`config.mk`:
```
export PLATFORM = sky130hd
export DESIGN_NAME = dma_reg_file_flat
export DESIGN_NICKNAME = d
export VERILOG_FILES = /design/src/rtl/dma_reg_file_if.sv /design/src/rtl/dma_reg_file.sv /design/src/flat_wrapper.sv
export SDC_FILE = /design/constraint.sdc
export NUM_CORES = 1
export LEC_CHECK = 0
export ABC_AREA = 1
export BUFFER_PORTS_ARGS = -buffer_cell sky130_fd_sc_hd__buf_2
export CAP_MARGIN = 20
export CORE_MARGIN = 3
export CORE_UTILIZATION = 40
export DETAILED_ROUTE_END_ITERATION = 10
export GPL_TIMING_DRIVEN = 0
export PLACE_DENSITY_LB_ADDON = 0.1
export SKIP_CTS_REPAIR_TIMING = 1
export SLEW_MARGIN = 20
export SYNTH_ARGS = -nofsm -noshare
export SYNTH_HDL_FRONTEND = slang
export SYNTH_SLANG_ARGS = --single-unit
```
`constraint.sdc`:
```
create_clock -name CLK -period 6.7 [get_ports CLK]
set_input_delay 0.67 -clock CLK [delete_from_list [all_inputs] [get_ports CLK]]
set_output_delay 0.67 -clock CLK [all_outputs]
set_load 0.02 [all_outputs]
```
`src/rtl/dma_reg_file_if.sv`:
```
`default_nettype none
// ============================================================================
// Module   : dma_reg_file_if
// Purpose  : CPU register bus and channel transfer signals of the DMA register file.
// Revision : 1.0 - initial release
// ============================================================================
interface dma_reg_file_if #(
    parameter int NUM_CH = 4,
    parameter int ADDR_W = 16
);
    logic              REG_WR;
    logic              REG_RD;
    logic [4:0]        REG_ADDR;
    logic [7:0]        DIN;
    logic [7:0]        DOUT;
    logic              XFER_STEP;
    logic [2:0]        CH_SEL;
    logic [ADDR_W-1:0] CUR_ADDR;
    logic [5:0]        CUR_MODE;
    logic [NUM_CH-1:0] MASK;
    logic [NUM_CH-1:0] REQ;
    logic [7:0]        COMMAND;
    logic              TC;

    modport master (
        output REG_WR, REG_RD, REG_ADDR, DIN, XFER_STEP, CH_SEL,
        input  DOUT, CUR_ADDR, CUR_MODE, MASK, REQ, COMMAND, TC
    );

    modport slave (
        input  REG_WR, REG_RD, REG_ADDR, DIN, XFER_STEP, CH_SEL,
        output DOUT, CUR_ADDR, CUR_MODE, MASK, REQ, COMMAND, TC
    );
endinterface
`default_nettype wire

```
`src/rtl/dma_reg_file.sv`:
```
`default_nettype none
// ============================================================================
// Module   : dma_reg_file
// Purpose  : 8237-style DMA channel register file. Optional macro
//            DMA_AUTOINIT_EN enables base-to-current reload on terminal count.
// Revision : 1.0 - initial release
// ============================================================================
module dma_reg_file #(
    parameter int NUM_CH  = 4,
    parameter int ADDR_W  = 16,
    parameter int COUNT_W = 16
) (
    input wire             CLK,
    input wire             RESET,
    dma_reg_file_if.slave  bus
);
    localparam logic [4:0] c_idx_cmd  = 5'd16;
    localparam logic [4:0] c_idx_req  = 5'd17;
    localparam logic [4:0] c_idx_smsk = 5'd18;
    localparam logic [4:0] c_idx_cptr = 5'd19;
    localparam logic [4:0] c_idx_mclr = 5'd20;
    localparam logic [4:0] c_idx_cmsk = 5'd21;
    localparam logic [4:0] c_idx_wmsk = 5'd22;

    logic [ADDR_W-1:0]  r_base_addr [NUM_CH];
    logic [ADDR_W-1:0]  r_cur_addr  [NUM_CH];
    logic [COUNT_W-1:0] r_base_cnt  [NUM_CH];
    logic [COUNT_W-1:0] r_cur_cnt   [NUM_CH];
    logic [5:0]         r_mode      [NUM_CH];
    logic [7:0]         r_command, r_temp, r_dout;
    logic [NUM_CH-1:0]  r_mask, r_req, r_status;
    logic               r_ptr, r_tc;

    logic               w_wr, w_rd, w_st_rd;
    logic [NUM_CH-1:0]  w_step, w_tc_hit, w_auto;
    logic [15:0]        w_word;
    logic [7:0]         w_rdata;

    // Replace one byte of a zero-extended register image
    function automatic logic [15:0] f_set_byte(input logic [15:0] v, input logic hi,
                                               input logic [7:0] d);
        logic [15:0] r;
        r = v;
        if (hi) r[15:8] = d;
        else    r[7:0]  = d;
        return r;
    endfunction

    assign w_wr    = bus.REG_WR;
    assign w_rd    = bus.REG_RD & ~bus.REG_WR;
    assign w_st_rd = w_rd && (bus.REG_ADDR == c_idx_cmd);

    always_comb begin
        w_step   = '0;
        w_tc_hit = '0;
        w_auto   = '0;
        for (int ch = 0; ch < NUM_CH; ch++) begin
            w_step[ch]   = bus.XFER_STEP && (bus.CH_SEL == 3'(ch));
            w_tc_hit[ch] = w_step[ch] && (r_cur_cnt[ch] == '0);
`ifdef DMA_AUTOINIT_EN
            w_auto[ch]   = r_mode[ch][2];
`endif
        end
    end

    always_comb begin
        w_rdata = '0;
        w_word  = '0;
        if (!bus.REG_ADDR[4]) begin
            for (int ch = 0; ch < NUM_CH; ch++) begin
                if (bus.REG_ADDR[3:1] == 3'(ch)) begin
                    w_word  = bus.REG_ADDR[0] ? 16'(r_cur_cnt[ch]) : 16'(r_cur_addr[ch]);
                    w_rdata = r_ptr ? w_word[15:8] : w_word[7:0];
                end
            end
        end else begin
            case (bus.REG_ADDR)
                c_idx_cmd:  w_rdata = 8'(r_status);
                c_idx_req:  w_rdata = 8'(r_req);
                c_idx_mclr: w_rdata = r_temp;
                default: begin
                    for (int ch = 0; ch < NUM_CH; ch++)
                        if (bus.REG_ADDR == 5'(24 + ch)) w_rdata = {2'b00, r_mode[ch]};
                end
            endcase
        end
    end

    always_ff @(posedge CLK or negedge RESET) begin
        if (!RESET) begin
            for (int ch = 0; ch < NUM_CH; ch++) begin
                r_base_addr[ch] <= '0;
                r_cur_addr[ch]  <= '0;
                r_base_cnt[ch]  <= '0;
                r_cur_cnt[ch]   <= '0;
                r_mode[ch]      <= '0;
            end
            r_command <= '0;
            r_temp    <= '0;
            r_dout    <= '0;
            r_mask    <= '1;
            r_req     <= '0;
            r_status  <= '0;
            r_ptr     <= 1'b0;
            r_tc      <= 1'b0;
        end else if (w_wr && (bus.REG_ADDR == c_idx_mclr)) begin
            for (int ch = 0; ch < NUM_CH; ch++) begin
                r_base_addr[ch] <= '0;
                r_cur_addr[ch]  <= '0;
                r_base_cnt[ch]  <= '0;
                r_cur_cnt[ch]   <= '0;
                r_mode[ch]      <= '0;
            end
            r_command <= '0;
            r_temp    <= '0;
            r_dout    <= '0;
            r_mask    <= '1;
            r_req     <= '0;
            r_status  <= '0;
            r_ptr     <= 1'b0;
            r_tc      <= 1'b0;
        end else begin
            r_tc     <= |w_tc_hit;
            // A flag raised on the same edge as a status read survives the clear
            r_status <= (w_st_rd ? '0 : r_status) | w_tc_hit;
            if (w_rd) r_dout <= w_rdata;
            if ((w_wr || w_rd) && !bus.REG_ADDR[4]) r_ptr <= ~r_ptr;
            if (w_wr && (bus.REG_ADDR == c_idx_cptr)) r_ptr <= 1'b0;

            for (int ch = 0; ch < NUM_CH; ch++) begin
                if (w_step[ch]) begin
                    if (w_tc_hit[ch] && w_auto[ch]) begin
                        r_cur_addr[ch] <= r_base_addr[ch];
                        r_cur_cnt[ch]  <= r_base_cnt[ch];
                    end else begin
                        r_cur_addr[ch] <= r_mode[ch][3] ? r_cur_addr[ch] - ADDR_W'(1)
                                                        : r_cur_addr[ch] + ADDR_W'(1);
                        r_cur_cnt[ch]  <= r_cur_cnt[ch] - COUNT_W'(1);
                    end
                    if (w_tc_hit[ch] && !w_auto[ch]) begin
                        r_mask[ch] <= 1'b1;
                        r_req[ch]  <= 1'b0;
                    end
                end
            end

            // CPU writes come last so they override a coincident step
            if (w_wr) begin
                for (int ch = 0; ch < NUM_CH; ch++) begin
                    if (!bus.REG_ADDR[4] && (bus.REG_ADDR[3:1] == 3'(ch))) begin
                        if (!bus.REG_ADDR[0]) begin
                            r_base_addr[ch] <= ADDR_W'(f_set_byte(16'(r_base_addr[ch]), r_ptr, bus.DIN));
                            r_cur_addr[ch]  <= ADDR_W'(f_set_byte(16'(r_cur_addr[ch]), r_ptr, bus.DIN));
                        end else begin
                            r_base_cnt[ch]  <= COUNT_W'(f_set_byte(16'(r_base_cnt[ch]), r_ptr, bus.DIN));
                            r_cur_cnt[ch]   <= COUNT_W'(f_set_byte(16'(r_cur_cnt[ch]), r_ptr, bus.DIN));
                        end
                    end
                    if (bus.REG_ADDR == 5'(24 + ch)) r_mode[ch] <= bus.DIN[5:0];
                    if (bus.DIN[2:0] == 3'(ch)) begin
                        if (bus.REG_ADDR == c_idx_req)  r_req[ch]  <= bus.DIN[3];
                        if (bus.REG_ADDR == c_idx_smsk) r_mask[ch] <= bus.DIN[3];
                    end
                end
                if (bus.REG_ADDR == c_idx_cmd)  r_command <= bus.DIN;
                if (bus.REG_ADDR == c_idx_cmsk) r_mask    <= '0;
                if (bus.REG_ADDR == c_idx_wmsk) r_mask    <= bus.DIN[NUM_CH-1:0];
            end
        end
    end

    always_comb begin
        bus.CUR_ADDR = '0;
        bus.CUR_MODE = '0;
        for (int ch = 0; ch < NUM_CH; ch++) begin
            if (bus.CH_SEL == 3'(ch)) begin
                bus.CUR_ADDR = r_cur_addr[ch];
                bus.CUR_MODE = r_mode[ch];
            end
        end
    end

    assign bus.DOUT    = r_dout;
    assign bus.MASK    = r_mask;
    assign bus.REQ     = r_req;
    assign bus.COMMAND = r_command;
    assign bus.TC      = r_tc;
endmodule
`default_nettype wire

```
`src/flat_wrapper.sv`:
```
// flat-port wrapper written by rule: the top's interface ports become plain ports
module dma_reg_file_flat 
#(
    parameter int NUM_CH  = 4,
    parameter int ADDR_W  = 16,
    parameter int COUNT_W = 16
)
  (CLK, RESET, bus_REG_WR, bus_REG_RD, bus_REG_ADDR, bus_DIN, bus_XFER_STEP, bus_CH_SEL, bus_DOUT, bus_CUR_ADDR, bus_CUR_MODE, bus_MASK, bus_REQ, bus_COMMAND, bus_TC);
  dma_reg_file_if #(.NUM_CH(NUM_CH), .ADDR_W(ADDR_W)) bus_i ();
  input wire CLK;
  input wire RESET;
  input wire logic [$bits(bus_i.REG_WR)-1:0] bus_REG_WR;
  input wire logic [$bits(bus_i.REG_RD)-1:0] bus_REG_RD;
  input wire logic [$bits(bus_i.REG_ADDR)-1:0] bus_REG_ADDR;
  input wire logic [$bits(bus_i.DIN)-1:0] bus_DIN;
  input wire logic [$bits(bus_i.XFER_STEP)-1:0] bus_XFER_STEP;
  input wire logic [$bits(bus_i.CH_SEL)-1:0] bus_CH_SEL;
  output wire logic [$bits(bus_i.DOUT)-1:0] bus_DOUT;
  output wire logic [$bits(bus_i.CUR_ADDR)-1:0] bus_CUR_ADDR;
  output wire logic [$bits(bus_i.CUR_MODE)-1:0] bus_CUR_MODE;
  output wire logic [$bits(bus_i.MASK)-1:0] bus_MASK;
  output wire logic [$bits(bus_i.REQ)-1:0] bus_REQ;
  output wire logic [$bits(bus_i.COMMAND)-1:0] bus_COMMAND;
  output wire logic [$bits(bus_i.TC)-1:0] bus_TC;
  assign bus_i.REG_WR = bus_REG_WR;
  assign bus_i.REG_RD = bus_REG_RD;
  assign bus_i.REG_ADDR = bus_REG_ADDR;
  assign bus_i.DIN = bus_DIN;
  assign bus_i.XFER_STEP = bus_XFER_STEP;
  assign bus_i.CH_SEL = bus_CH_SEL;
  assign bus_DOUT = bus_i.DOUT;
  assign bus_CUR_ADDR = bus_i.CUR_ADDR;
  assign bus_CUR_MODE = bus_i.CUR_MODE;
  assign bus_MASK = bus_i.MASK;
  assign bus_REQ = bus_i.REQ;
  assign bus_COMMAND = bus_i.COMMAND;
  assign bus_TC = bus_i.TC;
  dma_reg_file #(.NUM_CH(NUM_CH), .ADDR_W(ADDR_W), .COUNT_W(COUNT_W)) u_core (.CLK(CLK), .RESET(RESET), .bus(bus_i));
endmodule
```
Word level (Yosys, flattened, before mapping)

Index checks and enable logic that the tools add are counted.

Register bits after elaboration: 182
Output and inout bits: 47
Bits of input ports: 21

Add/sub/neg operators: 12
Equality and inequality tests: 36
Bitwise operators: 4
Mux-type cells: 115
Reduce and logical (&&, ||, !) cells: 39

Operator list:

| kind                                                | count |
|---|---|
| 2-to-1 mux 16 bit                                   | 36 |
| 2-to-1 mux 64 bit                                   | 4 |
| 2-to-1 mux 8 bit                                    | 16 |
| subtractor 16 x 1 -> 16 bit (second input constant) | 8 |
| 2-to-1 mux 6 bit                                    | 12 |
| adder 16 x 1 -> 16 bit (second input constant)      | 4 |
| logical NOT 16 bit                                  | 4 |
| == test 5 bit (second input constant)               | 11 |
| 2-to-1 mux 24 bit                                   | 2 |
| != test 5 x 3 -> 1 bit (second input constant)      | 8 |
| != test 5 bit (second input constant)               | 8 |
| 2-to-1 mux 1 bit                                    | 36 |
| 2-to-1 mux 4 bit                                    | 8 |
| case mux 8 bit (3 select lines)                     | 1 |
| == test 3 x 2 -> 1 bit (second input constant)      | 6 |
| logical AND 1 bit                                   | 16 |
| nonzero test 2 bit                                  | 7 |
| AND reduction 2 bit                                 | 5 |
| == test 3 x 1 -> 1 bit (second input constant)      | 3 |
| logical NOT 3 bit                                   | 3 |
| bitwise OR 4 bit                                    | 1 |
| OR reduction 4 bit                                  | 1 |
| nonzero test 3 bit                                  | 1 |
| NOT 1 bit                                           | 2 |
| other kinds (3)                                     | 3 |

Depth between registers and ports, before layout

Gate-level depths: netlist of run 1.

Depth after elaboration: 11
Depth in mapped cells: 13
Depth with buffers taken out: 13

Least setup slack after synthesis of run 1

No wires, ideal clock.

Path kind: in2out
From: input bus_CH_SEL[0]
To: output bus_CUR_ADDR[7]
Required time: 6.030 ns
Arrival: 1.846 ns
Setup slack: 4.184 ns
Cell stages on the path: 7
Cell sequence: inv_1 > nand2_1 > clkbuf_1 > clkbuf_1 > o22ai_1 > a21oi_1 > o21ai_0

Longest elaborated chain between the ends: 5
Elaborated cells between the ends (all ways): 8

RTL lines:

| element                         | line                | text |
|---|---|---|
| start: declaration              | flat_wrapper.sv:17  | `input wire logic [$bits(bus_i.CH_SEL)-1:0] bus_CH_SEL;` |
| logical NOT 3 bit               | dma_reg_file.sv:176 | `if (bus.CH_SEL == 3'(ch)) begin` |
| 2-to-1 mux 16 bit (3 in series) | dma_reg_file.sv:176 |  |
| 2-to-1 mux 16 bit *             | dma_reg_file.sv:176 |  |
| end: declaration                | flat_wrapper.sv:19  | `output wire logic [$bits(bus_i.CUR_ADDR)-1:0] bus_CUR_ADDR;` |

Mark *: on every way between the ends. The rest lies on a longest branch, timed or not.

Worst setup path in the final report of run 1

From: input bus_CH_SEL[0]
To: output bus_CUR_ADDR[0]

The elaborated chain is that of the path after synthesis.

==> reports/metrics.yaml, run 1 <==
path_clk_slew_ps: 70
leakage_uw: 0.009013
avgSynthCellArea_um2: 6.214
core_area_mm2: 0.03919
cts-buffers-inserted: 17
grt.overflow.total: 0
async_flop_share_pct: 100.0
crit_buf_inv: 5
drive_above_1_share_pct: 6.664
maxCapViolCount: 0
clk_latency_ps: 480
vias: 18375
grt_pass1_wl_um: 104200
ys_seq_area_share_pct: 28.34
nets: 2762
cts_sinks: 182
synth_simple_gate_area_share_pct: 33.54
setup_slack_ps: 2992
path_cells: "buf_2 -> inv_1 -> nand2_1 -> clkbuf_1 -> clkbuf_1 -> o22ai_1 -> a21oi_1 -> o21ai_0 -> buf_2"
cts_tree: "yes"
crit_path_end_kind: "output port"
tns_ps: 0
drc: 0
synth_xor_area_share_pct: 2.069
required_ps: 6030
holdCritPathClass: "in2async"
synth_top_area_cell: "dfrtp_1"
critical-path-max-stage-delay_ps: 560
critPathKind: "in2out"
fp-row-count: 72
status: "completed"
vdd_drop_max_mv: 0.1625
dieArea_mm2: 0.04266
cts-htree-levels: 4
startpoint_type: "primary input"
synth_area_leaders: "dfrtp_1, nand2_1, o21ai_0, inv_1, a21oi_1"
r2r_slack_ps: 3530
place_hpwl_um: 55480
period_share_pct: 55.34
synth_top_family_by_area: "simple AND/OR/NAND/NOR gates"
synth-edff-count: 0
pin_count: 68
die_w_um: 206.6
synth_compound_area_share_pct: 20.46
netlist_instances: 2589
rsz0062_at_grt: "false"
cp_max_fo: 10
netlist_area_mm2: 0.01609
period_needed_ps: 3708
synth_flop_cell: "dfrtp_1"
cp.arrival_ps: 3040
wirelength_um: 69690
fin_worst_skew_ps: 20.19
area_growth_pct: 9.916
yosys.area_share.adder_pct: 5.475
p_per_area_mw_per_mm2: 371.9
port_buffers: 63
antenna_found_initial: 2
clock-root-buffer: "clkbuf_16"
antenna_left: 0
timing.fmax_mhz: 269.7
cp_top_family: "buffers and inverters"
synth_cell_type_count: 53
first_pass_iters: 6
ys_warn_count: 0
grt_pass1_vias: 16926
vias_per_cell: 5.731
gp_congestion: 1.028
crit_path_top_delay_cell: "clkbuf_1"
drtIter0Drc: 2328
netlist.area_leader.share_pct: 27.69
finalMaxSlewViolations: 0
grt.total_usage_pct: 32.55
relSlewSlack_pct: 28.61
power_uw: 6576
tightest_slew_ps: 1071
start_util_pct: 41.05
pre_cts_ws_ps: 3209
setup_viol: 0
die_h_um: 206.6
post_drt_wl_per_cell_um: 21.74
clock_path_buffers: 2
synth_mux_area_share_pct: 0
final_hold_viol_count: 0
grt_max_degree: 66
synth_nets: 2678
ys_seq_elements: 182
## Yosys cell counts, drive strengths merged (3+ instances only)
| cell | number |
|---|---|
| buf | 32 |
| dfrtp | 178 |
| or2 | 6 |
| o21bai | 7 |
| nor2 | 259 |
| o21a | 3 |
| o2111ai | 5 |
| o211ai | 27 |
| a22oi | 11 |
| clkbuf | 39 |
| nor3 | 24 |
| xnor2 | 15 |
| o22ai | 31 |
| fa | 4 |
| nand4 | 19 |
| xor2 | 23 |
| a211oi | 5 |
| o221ai | 6 |
| a31oi | 3 |
| o21ai | 271 |
| o31ai | 4 |
| a21oi | 220 |
| inv | 345 |
| nand2 | 771 |
| ha | 64 |
| dfstp | 4 |
| and2 | 4 |
| nand3b | 16 |
| nand3 | 179 |
## metal layers
layer	wire length [µm]	track usage (%)	vias up
met5	0	0	-
met3	6334	6.680	171
li1	-	-	8674
met2	29920	49.54	838
met1	30290	45.22	8692
met4	3134	13.31	0
## cells by family after synthesis
logic type,Yosys count
and+or+nand+nor,1280
AOI/OAI and AO/OA,604
buffers and inverters,417
DFF,182
adders and majority gates,68
xor gates and xnor gates,38
## final timing paths
kind,start,end,cells past startpoint
worst max-delay path,bus_CH_SEL[0],bus_CUR_ADDR[0],9
worst min-delay path,RESET,u_core.r_cur_addr[62]$_DFFE_PN0P_,1
worst max register to register,u_core.r_mode[15]$_DFFE_PN0P_,u_core.r_cur_addr[46]$_DFFE_PN0P_,13
worst min register to register,u_core.bus.DOUT[0]$_DFFE_PN0P_,u_core.bus.DOUT[0]$_DFFE_PN0P_,2
max in group asynchronous,RESET,u_core.bus.MASK[1]$_DFF_PN1_,3
min in group CLK,u_core.bus.DOUT[0]$_DFFE_PN0P_,u_core.bus.DOUT[0]$_DFFE_PN0P_,2
## sequential cells by signal (all words and copies together) (netlist names)
signal,flops
u_core.r_cur_cnt,64
u_core.bus.DOUT,8
u_core.r_ptr,1
u_core.bus.COMMAND,8
u_core.r_status,4
u_core.r_cur_addr,64
u_core.bus.REQ,4
u_core.bus.MASK,4
u_core.bus.TC,1
u_core.r_mode,24
## worst reg2reg max path, cell delays in order, from the launching register on
cell	delay [ps]
dfrtp_1	1040
inv_1	390
fa_1	570
nand3b_1	180
nand2_1	160
nand2_1	90
nand2_1	150
nand3_1	110
nand2_1	80
nand2_1	40
nand3_1	100
nand2_1	60
nand2_1	50
nand2_1	40
## stage by stage
step | cell area (µm²) | hold WS (ps) | cells | util, %
2_1_floorplan | 16090 | 374.4 | 2589 | -
3_3_place_gp | 17050 | 466.3 | 3170 | 43.51
3_5_place_dp | 17120 | 468.8 | 3172 | 43.68
4_1_cts | 17680 | 138.7 | 3204 | 45.11
5_1_grt | 17680 | 145.5 | 3204 | 45.11
6_report | 17680 | 127.1 | 3206 | 45.12
## placed cells by master, fill, tap and decap left out, drive strengths merged, types with 5 or more instances in the layout
master | synthesis | layout
nand2 | 771 | 771
inv | 345 | 351
o21ai | 271 | 271
nor2 | 259 | 259
a21oi | 220 | 220
nand3 | 179 | 179
dfrtp | 178 | 178
buf | 32 | 97
ha | 64 | 64
clkbuf | 39 | 59
o22ai | 31 | 31
o211ai | 27 | 27
nor3 | 24 | 24
xor2 | 23 | 23
nand4 | 19 | 19
nand3b | 16 | 16
xnor2 | 15 | 15
a22oi | 11 | 11
o21bai | 7 | 7
o221ai | 6 | 6
or2 | 6 | 6
a211oi | 5 | 5
o2111ai | 5 | 5
clkinv | 1 | 5
## power by group
part | internal (µW) | total (µW) | switching (µW)
logic | 1170 | 3480 | 2310
clock network | 499 | 1030 | 527
registers | 1480 | 2070 | 592
total | 3150 | 6580 | 3420
## final cells by class
type | count | area [µm²]
Tap cell | 518 | 648.1
Clock buffer | 20 | 446.7
Inverter | 346 | 1301
Clock inverter | 12 | 115.1
Multi-Input combinational cell | 1990 | 9902
Timing Repair Buffer | 65 | 380.4
Buffer | 71 | 325.3
Antenna cell | 2 | 5.005
Fill cell | 4260 | 21500
Sequential cell | 182 | 4559
(Power assumes the default switching activity.)
==> run 2: changes to the inputs <==
- ABC_AREA: 1 -> 0
- clock period: 6.7 -> 2.95 ns (I/O delays scaled with it)
==> reports/metrics.yaml, run 2 <==
status: "finished with violations"  # was completed
violations: "setup timing"
drive_above_1_share_pct: 11.17  # was 6.664%
gp_congestion: 1.061  # was 1.028
fin_hold_ws_ps: 280.6  # was 127.1 ps
synth_nets: 1893  # was 2,678
fin_area_mm2: 0.01624  # was 0.01768 mm²
ys_warn_count: 0  # unchanged
dieArea_mm2: 0.03887  # was 0.04266 mm²
cts_sinks: 182  # unchanged
final_hold_viol_count: 0  # unchanged
area_growth_pct: 11.09  # was 9.916%
top_regs: "u_core.r_cur_addr: 64 flops, u_core.r_cur_cnt: 64 flops, u_core.r_mode: 24 flops"  # unchanged
vdd_drop_max_mv: 0.4787  # was 0.1625 mV
p_per_area_mw_per_mm2: 913.1  # was 371.9 mW/mm²
pin_count: 68  # unchanged
synth-edff-count: 0  # unchanged
avgSynthCellArea_um2: 8.102  # was 6.214 µm²
drc: 0  # unchanged
r2r_slack_ps: 130  # was 3530 ps
rr_worst_depth: 9  # was 13
antenna_found_initial: 6  # was 2
nets: 1974  # was 2,762
path_clk_slew_ps: 70  # about the same
ys_seq_area_share_pct: 31.20  # was 28.34%
vias_per_cell: 6.696  # was 5.731
grt.total_usage_pct: 33.22  # was 32.55%
regToRegStartpoint: "u_core.r_mode[9]$_DFFE_PN0P_"  # was u_core.r_mode[15]$_DFFE_PN0P_
cts-buffers-inserted: 17  # unchanged
hold-path-endpoint: "u_core.r_mode[16]$_DFFE_PN0P_"
finalMaxSlewViolations: 0  # unchanged
place_hpwl_um: 50100  # was 55,480 µm
antenna_left: 0  # unchanged
final_cell_mix: "o21ai_0, nand2_1, dfrtp_1, a21oi_1, nor2_1"  # was nand2_1, inv_1, o21ai_0, nor2_1, a21oi_1
crit_path_end_kind: "register"  # was output port
grt_max_degree: 77  # was 66
port_buffers: 58  # was 63
clock-root-buffer: "clkbuf_16"  # unchanged
cts_tree: "yes"  # unchanged
maxCapViolCount: 0  # unchanged
critical-path-max-stage-delay_ps: 790  # was 560 ps
cp_max_fo: 10  # unchanged
clk_latency_ps: 470  # was 480 ps
netlist_top_cells_count: "o21ai_0, nand2_1, dfrtp_1"  # was nand2_1, inv_1, o21ai_0
setup_slack_ps: -47.93  # was 2992 ps
synth_cell_type_count: 95  # was 53
reg2reg_to: "u_core.r_cur_addr[31]$_DFFE_PN0P_"  # was u_core.r_cur_addr[46]$_DFFE_PN0P_
synth_area_leaders: "dfrtp_1, o21ai_0, mux4_2, a21oi_1, ha_1"  # was dfrtp_1, nand2_1, o21ai_0, inv_1, a21oi_1
fp-row-count: 69  # was 72
synth_top_area_cell: "dfrtp_1"  # unchanged
timing.fmax_mhz: 333.6
holdPathStages: 3
path_cells: "buf_2 -> nor2b_1 -> nand4_1 -> buf_1 -> clkdlybuf4s15_1 -> nand2_1 -> o21ai_1"  # was buf_2 -> inv_1 -> nand2_1 -> clkbuf_1 -> clkbuf_1 -> o22ai_1 -> a21oi_1 -> o21ai_0 -> buf_2
tightest_slew_ps: 1271  # was 1071 ps
core_area_mm2: 0.03583  # was 0.03919 mm²
netlist.area_leader.share_pct: 30.48  # was 27.69%
first_pass_iters: 5  # was 6
netSwitchingFraction_pct: 47.60  # was 52.08%
rsz0062_at_grt: "false"  # unchanged
post_drt_wl_per_cell_um: 27.63  # was 21.74 µm
netlist_area_mm2: 0.01462  # was 0.01609 mm²
synth_flop_cell: "dfrtp_1"  # unchanged
grt_pass1_vias: 14628  # was 16,926
grt_pass1_wl_um: 96500  # was 104,200 µm
holdCritPathClass: "in2reg"  # was in2async
start_util_pct: 40.79  # was 41.05%
async_flop_share_pct: 100.0  # unchanged
clock_path_buffers: 2  # unchanged
final_common_cell: "o21ai_0"  # was nand2_1
placed_cell_area_mm2: 0.01556  # was 0.01712 mm²
setup_viol: 2  # was 0
critPathKind: "in2reg"  # was in2out
tns_ps: -50.14  # was 0 ps
min-delay-start: "bus_DIN[4]"
period_needed_ps: 2998
sequentialPowerShare_pct: 35.1  # was 31.5%
p_sw_uw: 7056  # was 3425 µW
yosysMostFrequentCell: "o21ai_0"  # was nand2_1
cp.arrival_ps: 3320  # was 3040 ps
die_h_um: 197.2  # was 206.6 µm
leakage_uw: 0.006711  # was 0.009013 µW
fin_worst_skew_ps: 15.28  # was 20.19 ps
pwr-share-comb_pct: 48.1  # was 52.9%
wirelength_um: 65270  # was 69,690 µm
startpoint_type: "primary input"  # unchanged
die_w_um: 197.2  # was 206.6 µm
period_share_pct: 101.6
crit_path_top_delay_cell: "clkdlybuf4s15_1"  # was clkbuf_1
required_ps: 3280  # was 6030 ps
grt.overflow.total: 0  # unchanged
netlist_instances: 1804  # was 2,589
clock_power_share_pct: 16.7  # was 15.6%
ys_seq_elements: 182  # unchanged
p_int_uw: 7768  # was 3151 µW
drtIter0Drc: 2090  # was 2,328
cts-htree-levels: 4  # unchanged
relSlewSlack_pct: 15.26  # was 28.61%
vias: 15817  # was 18,375
==> run 2: changes by cell type in the layout (fill, tap and decap cells not counted), moves of 44 or more <==
cell	before	now
nand2_1	759	182
o21ai_1	2	117
nor2_1	235	153
mux4_2	0	44
nand3_1	179	38
o21ai_0	269	205
a21oi_1	220	164
inv_1	335	57
==> run 2: area by class of cell <==
class	count	area, µm²
Buffer	101	440.4
Clock inverter	14	163.9
Timing Repair Buffer	64	387.9
Multi-Input combinational cell	1460	9420
Antenna cell	3	7.507
Clock buffer	18	439.2
Sequential cell	182	4574
Tap cell	461	576.8
Fill cell	3620	19590
Inverter	59	225.2
==> run 2: routing by layer <==
layer	vias to the layer above	part of all wire, %	wire length, µm	track usage, %
met5	-	0.060	39	0
met4	6	5.2	3413	14.84
met3	193	11	7267	10.11
met2	989	42	27420	48.28
met1	7721	42	27130	45.74
li1	6908	-	-	-
==> run 2: how the worst max path moves through the flow <==
| stage | startpoint | end | slack, ps | depth (start not counted) |
|---|---|---|---|---|
| after global routing | u_core.r_mode[3]$_DFFE_PN0P_ | u_core.r_cur_addr[14]$_DFFE_PN0P_ | 10 | 9 |
| after global placement | RESET | u_core.r_cur_addr[14]$_DFFE_PN0P_ | -1740 | 1 |
| after detailed placement | u_core.r_mode[3]$_DFFE_PN0P_ | u_core.r_cur_addr[14]$_DFFE_PN0P_ | -450 | 10 |
| after CTS | u_core.r_mode[3]$_DFFE_PN0P_ | u_core.r_cur_addr[14]$_DFFE_PN0P_ | -470 | 10 |
| after floorplan | u_core.r_mode[9]$_DFFE_PN0P_ | u_core.r_cur_addr[30]$_DFFE_PN0P_ | 330 | 8 |
| final | bus_REG_ADDR[0] | u_core.r_mode[3]$_DFFE_PN0P_ | -50 | 7 |
==> run 2: power by group through the flow <==
stage	sequential (µW)	combinational (µW)	clock [µW]
floorplan	4290	5250	0
global placement	5120	6830	0
finish	5210	7140	2480
detailed placement	5120	6960	0
global route	5220	7890	2590
CTS	5080	7010	2500
==> run 2: logic make-up (layout without fill, tap and decap cells) <==
| kind of cell | Yosys count | in the layout | share of synthesized area, % |
|---|---|---|---|
| xor gates and xnor gates | 41 | 41 | 2.457 |
| other | 0 | 3 | 0 |
| muxes | 51 | 51 | 7.380 |
| AOI/OAI and AO/OA | 740 | 740 | 30.07 |
| and+or+nand+nor | 560 | 560 | 18.36 |
| adders and majority gates | 68 | 68 | 6.027 |
| DFF | 182 | 182 | 31.20 |
| buffers and inverters | 162 | 256 | 4.503 |
==> run 2: stage by stage <==
stage               setup slack [ps]  utilization (%)  power, µW  std cells
floorplan                      325.8                -       9539       1804
global placement               -1739            43.21      11950       2323
detailed placement            -454.5            43.43      12090       2326
CTS                           -465.6            45.12      14580       2358
global route                   11.52            45.29      15700       2359
finish                        -47.93            45.32      14820       2362
==> run 2: worst max-delay path, delay by kind of cell <==
family | cells | cell delay (ps)
buf+inv | 3 | 1830
simple gates | 3 | 760
compound gates | 1 | 420
